**src/rtl/execute_stage.sv**
```systemverilog
// Execute stage of the 5-stage MIPS pipeline: ID/EX register, forwarding, ALU, HI/LO, iterative mul/div.
// Define MULT_FAST_EN for a single-cycle combinational MULT/MULTU; DIV/DIVU always stay iterative.
module execute_stage #(
    parameter int DATA_W   = 32,
    parameter int MD_ITERS = 32
) (
    input  logic              clk,
    input  logic              rst,
    input  logic              StallE,
    input  logic              FlushE,
    input  logic              RegWriteD,
    input  logic              MemWriteD,
    input  logic              jumpD,
    input  logic              ALUSrcD,
    input  logic              RegDstD,
    input  logic [1:0]        MemtoRegD,
    input  logic [2:0]        ALUControlD,
    input  logic [2:0]        MDOpD,
    input  logic [1:0]        ALUMultSelD,
    input  logic [DATA_W-1:0] RD1D,
    input  logic [DATA_W-1:0] RD2D,
    input  logic [DATA_W-1:0] SignImmD,
    input  logic [DATA_W-1:0] PCPlus4D,
    input  logic [4:0]        RsD,
    input  logic [4:0]        RtD,
    input  logic [4:0]        RdD,
    input  logic [1:0]        ForwardAE,
    input  logic [1:0]        ForwardBE,
    input  logic [DATA_W-1:0] ResultW,
    input  logic [DATA_W-1:0] ALUMultOutM,
    output logic              RegWriteE,
    output logic              MemWriteE,
    output logic              jumpE,
    output logic [1:0]        MemtoRegE,
    output logic [4:0]        WriteRegE,
    output logic [4:0]        RsE,
    output logic [4:0]        RtE,
    output logic [DATA_W-1:0] ALUMultOutE,
    output logic [DATA_W-1:0] WriteDataE,
    output logic [DATA_W-1:0] PCPlus4E,
    output logic              MDBusyE,
    output logic              MDStallE
);
    localparam int CNT_W = $clog2(MD_ITERS);

    typedef enum logic [1:0] {S_IDLE, S_MUL, S_DIV} md_state_t;

    typedef struct packed {
        logic              reg_write;
        logic              mem_write;
        logic              jump;
        logic              alu_src;
        logic              reg_dst;
        logic [1:0]        mem_to_reg;
        logic [2:0]        alu_ctrl;
        logic [2:0]        md_op;
        logic [1:0]        alu_mult_sel;
        logic [DATA_W-1:0] rd1;
        logic [DATA_W-1:0] rd2;
        logic [DATA_W-1:0] sign_imm;
        logic [DATA_W-1:0] pc_plus4;
        logic [4:0]        rs;
        logic [4:0]        rt;
        logic [4:0]        rd;
    } idex_t;

    idex_t               r_idex;
    idex_t               w_idex_d;
    md_state_t           r_state;
    logic [CNT_W-1:0]    r_count;
    logic [2*DATA_W-1:0] r_acc;
    logic [DATA_W-1:0]   r_op_b, r_hi, r_lo;
    logic                r_neg_q, r_neg_r, r_div_zero;

    logic [DATA_W-1:0]   w_src_a, w_write_data, w_src_b, w_alu;
    logic                w_md_busy, w_md_stall, w_md_start, w_md_last;
    logic                w_op_is_mul, w_op_signed, w_sign_a, w_sign_b, w_fast_mul;
    logic [DATA_W-1:0]   w_mag_a, w_mag_b, w_quot, w_rem;
    logic [DATA_W:0]     w_mul_sum, w_rem_shift, w_rem_diff;
    logic [2*DATA_W-1:0] w_mul_next, w_div_next, w_mul_res, w_fast_prod;

    assign w_idex_d = '{reg_write: RegWriteD, mem_write: MemWriteD, jump: jumpD, alu_src: ALUSrcD,
                        reg_dst: RegDstD, mem_to_reg: MemtoRegD, alu_ctrl: ALUControlD, md_op: MDOpD,
                        alu_mult_sel: ALUMultSelD, rd1: RD1D, rd2: RD2D, sign_imm: SignImmD,
                        pc_plus4: PCPlus4D, rs: RsD, rt: RtD, rd: RdD};

    always_ff @(posedge clk) begin
        // NOTE: sequential state uses non-blocking (<=) so every register samples pre-edge values.
        if (rst || FlushE) begin
            r_idex <= '0;
        end else if (!(StallE || w_md_stall)) begin
            r_idex <= w_idex_d;
        end
    end

    always_comb begin
        // NOTE: default assignment first so an incomplete case cannot infer a latch.
        w_src_a      = r_idex.rd1;
        w_write_data = r_idex.rd2;
        case (ForwardAE)
            2'd1:    w_src_a = ResultW;
            2'd2:    w_src_a = ALUMultOutM;
            default: ;
        endcase
        case (ForwardBE)
            2'd1:    w_write_data = ResultW;
            2'd2:    w_write_data = ALUMultOutM;
            default: ;
        endcase
    end

    assign w_src_b = r_idex.alu_src ? r_idex.sign_imm : w_write_data;

    always_comb begin
        w_alu = '0;
        case (r_idex.alu_ctrl)
            3'b000:  w_alu = w_src_a & w_src_b;
            3'b001:  w_alu = w_src_a | w_src_b;
            3'b010:  w_alu = w_src_a + w_src_b;
            3'b110:  w_alu = w_src_a - w_src_b;
            3'b111:  w_alu = DATA_W'($signed(w_src_a) < $signed(w_src_b));
            default: ;
        endcase
    end

    always_comb begin
        ALUMultOutE = w_alu;
        case (r_idex.alu_mult_sel)
            2'd1:    ALUMultOutE = r_hi;
            2'd2:    ALUMultOutE = r_lo;
            default: ;
        endcase
    end

    assign w_md_busy  = (r_state != S_IDLE);
    assign w_md_stall = w_md_busy && ((r_idex.md_op != 3'd0) || (r_idex.alu_mult_sel != 2'd0));
    assign w_md_start = (r_state == S_IDLE) && (r_idex.md_op != 3'd0) && !StallE;
    assign w_md_last  = (r_count == CNT_W'(MD_ITERS - 1));

    // MULT=1, MULTU=2, DIV=3, DIVU=4; the iteration runs on magnitudes, signs are fixed up at the end.
    assign w_op_is_mul = (r_idex.md_op == 3'd1) || (r_idex.md_op == 3'd2);
    assign w_op_signed = (r_idex.md_op == 3'd1) || (r_idex.md_op == 3'd3);
    assign w_sign_a    = w_op_signed & w_src_a[DATA_W-1];
    assign w_sign_b    = w_op_signed & w_write_data[DATA_W-1];
    assign w_mag_a     = w_sign_a ? -w_src_a : w_src_a;
    assign w_mag_b     = w_sign_b ? -w_write_data : w_write_data;

    // Shift-add: the multiplier sits in the low half of r_acc and is consumed LSB first.
    assign w_mul_sum  = {1'b0, r_acc[2*DATA_W-1:DATA_W]} + (r_acc[0] ? {1'b0, r_op_b} : '0);
    assign w_mul_next = {w_mul_sum, r_acc[DATA_W-1:1]};
    assign w_mul_res  = r_neg_q ? -w_mul_next : w_mul_next;

    // Restoring divide: remainder in the high half, quotient bits shift into the low half.
    assign w_rem_shift = {r_acc[2*DATA_W-1:DATA_W], r_acc[DATA_W-1]};
    assign w_rem_diff  = w_rem_shift - {1'b0, r_op_b};
    assign w_div_next  = {w_rem_diff[DATA_W] ? w_rem_shift[DATA_W-1:0] : w_rem_diff[DATA_W-1:0],
                          r_acc[DATA_W-2:0], ~w_rem_diff[DATA_W]};
    assign w_quot      = r_div_zero ? '1 :
                         (r_neg_q ? -w_div_next[DATA_W-1:0] : w_div_next[DATA_W-1:0]);
    assign w_rem       = r_neg_r ? -w_div_next[2*DATA_W-1:DATA_W] : w_div_next[2*DATA_W-1:DATA_W];

`ifdef MULT_FAST_EN
    assign w_fast_prod = {{DATA_W{w_sign_a}}, w_src_a} * {{DATA_W{w_sign_b}}, w_write_data};
    assign w_fast_mul  = w_op_is_mul;
`else
    assign w_fast_prod = '0;
    assign w_fast_mul  = 1'b0;
`endif

    always_ff @(posedge clk) begin
        if (rst) begin
            r_state    <= S_IDLE;
            r_count    <= '0;
            r_acc      <= '0;
            r_op_b     <= '0;
            r_hi       <= '0;
            r_lo       <= '0;
            r_neg_q    <= 1'b0;
            r_neg_r    <= 1'b0;
            r_div_zero <= 1'b0;
        end else begin
            case (r_state)
                S_IDLE: begin
                    if (w_md_start && w_fast_mul) begin
                        {r_hi, r_lo} <= w_fast_prod;
                    end else if (w_md_start) begin
                        r_state    <= w_op_is_mul ? S_MUL : S_DIV;
                        r_count    <= '0;
                        r_acc      <= {{DATA_W{1'b0}}, w_mag_a};
                        r_op_b     <= w_mag_b;
                        r_neg_q    <= w_sign_a ^ w_sign_b;
                        r_neg_r    <= w_sign_a;
                        r_div_zero <= !w_op_is_mul && (w_mag_b == '0);
                    end
                end
                S_MUL: begin
                    r_acc   <= w_mul_next;
                    r_count <= r_count + 1'b1;
                    if (w_md_last) begin
                        {r_hi, r_lo} <= w_mul_res;
                        r_state      <= S_IDLE;
                    end
                end
                S_DIV: begin
                    r_acc   <= w_div_next;
                    r_count <= r_count + 1'b1;
                    if (w_md_last) begin
                        r_hi    <= w_rem;
                        r_lo    <= w_quot;
                        r_state <= S_IDLE;
                    end
                end
                default: r_state <= S_IDLE;
            endcase
        end
    end

    assign RegWriteE  = r_idex.reg_write & ~w_md_stall;
    assign MemWriteE  = r_idex.mem_write & ~w_md_stall;
    assign jumpE      = r_idex.jump;
    assign MemtoRegE  = r_idex.mem_to_reg;
    assign WriteRegE  = r_idex.reg_dst ? r_idex.rd : r_idex.rt;
    assign RsE        = r_idex.rs;
    assign RtE        = r_idex.rt;
    assign WriteDataE = w_write_data;
    assign PCPlus4E   = r_idex.pc_plus4;
    assign MDBusyE    = w_md_busy;
    assign MDStallE   = w_md_stall;

endmodule

```
**config.mk**
```make
export PLATFORM = sky130hd
export DESIGN_NAME = execute_stage
export DESIGN_NICKNAME = d
export VERILOG_FILES = /design/src/rtl/execute_stage.sv
export SDC_FILE = /design/constraint.sdc
export NUM_CORES = 2
export LEC_CHECK = 0
export ABC_AREA = 1
export ABC_CLOCK_PERIOD_IN_PS = 10150
export BUFFER_PORTS_ARGS = -buffer_cell sky130_fd_sc_hd__buf_2
export CORE_UTILIZATION = 40
export CTS_CLUSTER_SIZE = 28
export DETAILED_ROUTE_END_ITERATION = 10
export RECOVER_POWER = 100
export SLEW_MARGIN = 0
export SYNTH_ARGS = -nofsm -noshare
export SYNTH_HDL_FRONTEND = slang
export SYNTH_SLANG_ARGS = --single-unit
```
**constraint.sdc**
```tcl
create_clock -name clk -period 10.15 [get_ports clk]
set_clock_uncertainty 0.05 [all_clocks]
set_input_delay 1.015 -clock clk [delete_from_list [all_inputs] [get_ports clk]]
set_output_delay 1.015 -clock clk [all_outputs]
set_load 0.01 [all_outputs]
```
# == Word-level counts from Yosys, hierarchy flattened ==
# Index checks and enable logic that the tools add are counted.
# totals
wordCells,119
regBits,328
# classes
mux,28
reduce_logical,26
bitwise_logic,9
eq_ne,20
order_cmp,1
n_addsub,10
# ops
operator,n
2-to-1 mux 32 bit,12
one-hot mux 32 bit (2 select lines),5
one-hot mux 64 bit (3 select lines),1
one-hot mux 32 bit (5 select lines),1
2-to-1 mux 64 bit,2
negation 32 bit,4
negation 64 bit,1
adder 32 x 32 -> 33 bit,1
subtractor 33 x 32 -> 33 bit,1
adder 32 bit,1
AND 32 bit,1
logical NOT 32 bit,1
less-than comparator 32 bit,1
OR 32 bit,1
subtractor 32 bit,1
2-to-1 mux 5 bit,2
one-hot mux 5 bit (2 select lines),1
== test 3 x 2 -> 1 bit (second input constant),3
== test 2 x 1 -> 1 bit (second input constant),4
== test 2 bit (second input constant),4
AND reduction 2 bit,4
nonzero test 2 bit,4
== test 3 x 1 -> 1 bit (second input constant),2
== test 3 bit (second input constant),2
other kinds (17),34

# == Longest topological paths before layout ==
# depth
depth_word,7
depth_mapped,29

# == Worst setup path after synthesis ==
# Ideal clock, no wire load.
# synth_timing
path_kind,in2out
from,in ForwardAE[0]
to,out ALUMultOutE[28]
stages,22
path_slack_ns,4.420
t_arrival_ns,4.665
required_time_ns,9.085
cell_sequence,inv_1 -> ha_1 -> clkinv_1 -> clkbuf_1 -> o21ai_0 -> inv_1 -> fa_1 -> nor2_1 -> o21ai_0 -> nand2_1 -> nand2_1 -> a31oi_1 -> a21oi_1 -> o21ai_0 -> nand2_1 -> o21ai_0 -> nand2_1 -> nand3_1 -> nand3_1 -> nand3b_1 -> nand2_1 -> nand2_1
# synth_between
elab_chain_cells,5
# synth_lines
element,line,source
start: declaration,27,"input logic [1:0] ForwardAE,"
== test 2 bit or == test 2 x 1 -> 1 bit (tied branches),100,case (ForwardAE)
one-hot mux 32 bit (2 select lines) *,100,
subtractor 32 bit (tied with other cells),120,3'b110: w_alu = w_src_a - w_src_b;
one-hot mux 32 bit (5 select lines) *,116,case (r_idex.alu_ctrl)
one-hot mux 32 bit (2 select lines) *,128,case (r_idex.alu_mult_sel)
end: declaration,38,"output logic [DATA_W-1:0] ALUMultOutE,"
# Every way passes the cells marked *; elsewhere a longest branch is shown, timed or not.

# == Final worst setup path ==
# layout_timing
from,reg r_state[0]
to,reg r_acc[57]
# layout_between
elab_chain_cells,5
# layout_lines
element,line,source
start: declaration,69,md_state_t r_state;
start signal: assignment,187,r_state <= w_op_is_mul ? S_MUL : S_DIV;
logical NOT 2 bit,"137, 182",
logical AND 1 bit (2 in a row),137,assign w_md_start = (r_state == S_IDLE) && (r_idex.md_op != 3'd0) && !StallE;
!= test 2 bit (no source line),n/a,
AND reduction 2 bit (no source line),n/a,
end signal: assignment,189,"r_acc <= {{DATA_W{1'b0}}, w_mag_a};"
end signal: assignment,197,r_acc <= w_mul_next;
end signal: assignment,205,r_acc <= w_div_next;
end: declaration,71,logic [2*DATA_W-1:0] r_acc;
# Parallel ways exist; a longest one is shown, timed or not.
# A chain may end at the register's enable or synchronous reset.

==> metrics.cfg <==
[outcome]
outcome = finished with violations
violations = max-capacitance violations, max-slew violations

[final_layout]
final_util = 0.450
layout.nets = 5901
syn_to_final_growth_pct = 10.8
layout-drive-gt1-share = 0.0830

[cts]
clk_pin_slew_worst_paths_ps = 60
cts_tree = yes
clock_path_buffers = 3
numCtsBuffers = 42
ctsResizeCount = 0
cts_setup_buffers = 0
postCtsHoldBufs = 0
cts.sinks = 328
root_buffer = clkbuf_16
cts_max_level = 2
insertion_delay_ps = 590

[critical_path]
cp_slowest_cell = clkinvlp_2
ff2ff_setup_slack_ps = 1390
slowest_delay_ps = 2690
path_max_fanout = 92
crit_start = r_state[0]$_SDFFE_PP0P_
cp-end-kind = flop
worstSetupPathType = flop to flop
rr_startpoint = r_state[0]$_SDFFE_PP0P_
crit_arrival_ps = 9220
worstRegToRegCells = 8
r2r-end = r_acc[57]$_SDFFE_PP0P_
path_common_cell = a21oi_1
cp.required_ps = 10600
start_kind = flop
cp_cell_sequence = inv_1 > ha_1 > clkbuf_1 > clkinvlp_2 > clkbuf_2 > a21oi_1 > o21ai_0 > a21oi_1
crit_path_end = r_acc[57]$_SDFFE_PP0P_

[global_routing]
grt_pass1_vias = 33400
grt_usage = 0.366
grt.overflow.total = 0
grt_start_max_net_pins = 103
grt_pass1_wl_um = 216000
antenna_found_initial = 16

[yosys]
synth_compound_area_frac = 0.238
yosys_warnings = 0
syn_area_mm2 = 0.0311
async_flop_share = 0
synth_edf_count = 0
synthCells = 5320
yosysSeqAreaShare = 0.211
synth_top_family_by_area = simple AND/OR/NAND/NOR gates
synth.largest_area_cell = dfxtp_1
synth_ff_type = dfxtp_1
synth_simple_gate_area_frac = 0.328
synth.area.top_cells = dfxtp_1 21%, nand2_1 15%, o21ai_0 9.2%
synth_common_cells = 1267 x nand2_1, 672 x inv_1, 633 x nor2_1
synth-xor-area-share = 0.0166
synthDistinctLibCells = 64
netlist.area_leader.share = 0.211
synth_adder_area_share = 0.0779
synth.mux.area_fraction = 0
synth.net_count = 5741
syn_area_per_cell_um2 = 5.84
yosysMostFrequentCell = nand2_1
ys_ff_latch = 328

[floorplanning]
die_h_um = 281
pin_count = 348
core_region_area_mm2 = 0.0765
rows = 101
initial_core_util = 0.406
dieArea_mm2 = 0.0788
die_w_um = 281

[detailed_routing]
drc = 0
dr.pass1.iters = 6
avgViaCountPerCell = 5.66
vias = 37000
drtIter0Drc = 4360
wl_um = 149000
ant_nets = 0
wl_per_cell_um = 22.7

[sta]
setup_viol = 0
final.min_clock_period_ps = 8760
fin_tns_setup_ps = 0
report.final.slew_viol_count = 633
holdWs_ps = 405
finalWorstSetupSlack_ps = 1390
finalHoldViolCount = 0
finalCritPeriodShare = 0.863
timing.slew.headroom = -1.83
rsz0062_at_grt = false
fmax_ghz = 0.114
tightest_slew_ps = 4240

[placement]
place_ws_ps = 2170
portBuffers = 347
gp_congestion = 1.05
hpwl_um = 118000

[hold_path]
hold_path_class = flop to flop

[power_and_ir_drop]
p_leak_nw = 16.7
ir_drop_uv = 137
pwr_density_cell_mw_per_mm2 = 223

[flow_run]
cap_violations = 11

-- where the power goes --
group	internal (W)	switching, W
registers	0.00143	0.000155
logic	0.00124	0.00333
clock network	0.000881	0.000644
-- routing by layer --
layer | GRT usage | vias to the layer above | wire length [um]
met5 | 0 | - | 75
met3 | 0.0707 | 326 | 14300
li1 | - | 17800 | -
met4 | 0.197 | 10 | 9130
met2 | 0.561 | 1958 | 63100
met1 | 0.483 | 17000 | 62100
-- critical path, delay by kind of cell (launching register included) --
family,cells,cell delay (ps)
DFF,1,320
AOI/OAI and AO/OA,3,1170
buffers and inverters,4,6880
adders and majority gates,1,150
-- flip-flops by register name, indices dropped and copies added, names as in the netlist --
signal	cells
r_count	5
r_div_zero	1
r_lo	32
r_acc	64
r_op_b	32
r_hi	32
r_neg_q	1
PCPlus4E	32
MemtoRegE	2
RtE	5
jumpE	1
r_neg_r	1
r_idex	113
RsE	5
r_state	2
-- area by class of cell --
class	instances	area [um2]
fillers	8596	42000
multi-input cells	4006	20600
flip-flops and latches	328	6570
inverters	692	2600
repair buffers	410	2030
well taps	1030	1290
clock buffers	64	1260
clock inverters	9	83.8
diodes	8	20.0
-- worst min path at each step --
| stage | startpoint | end | cells past startpoint |
|---|---|---|---|
| global route | r_idex[110]$_SDFFE_PP0N_ | r_idex[110]$_SDFFE_PP0N_ | 2 |
| detailed placement | r_idex[118]$_SDFFE_PP0N_ | r_idex[118]$_SDFFE_PP0N_ | 2 |
| floorplan | r_idex[111]$_SDFFE_PP0N_ | r_idex[111]$_SDFFE_PP0N_ | 2 |
| finish | r_idex[118]$_SDFFE_PP0N_ | r_idex[118]$_SDFFE_PP0N_ | 2 |
| CTS | r_idex[118]$_SDFFE_PP0N_ | r_idex[118]$_SDFFE_PP0N_ | 2 |
| global placement | r_idex[130]$_SDFFE_PP0N_ | r_idex[130]$_SDFFE_PP0N_ | 2 |
-- cells by family (layout without fill, tap and decap cells) --
group           after synthesis  count (layout)
flops                       328             328
xor+xnor                     59              59
other cells                   0               8
buf+inv                     986            1175
compound gates             1311            1311
simple gates               2445            2445
fa+ha+maj                   191             191
-- metrics by stage --
step,total power (W),std cells,cell area [um2]
2_1_floorplan,0.00463,5320,31100
3_3_place_gp,0.00601,6466,33300
3_5_place_dp,0.00602,6466,33300
4_1_cts,0.00754,6539,34600
5_1_grt,0.00814,6539,34400
6_report,0.00768,6547,34400
-- cells in the final DEF (no fill, tap or decap), drive strengths merged, types with 20 or more instances in the layout --
master / count
ha: 187
a31oi: 38
o22ai: 57
nand2: 1308
o21ai: 597
a21oi: 410
o211ai: 24
a22o: 51
inv: 685
xor2: 51
o2111ai: 20
buf: 285
nand3b: 33
dfxtp: 328
nand3: 301
nor2: 649
nor3: 65
a221oi: 28
o21a: 21
nand4: 54
clkbuf: 189
Power figures use the tool's default switching activity.
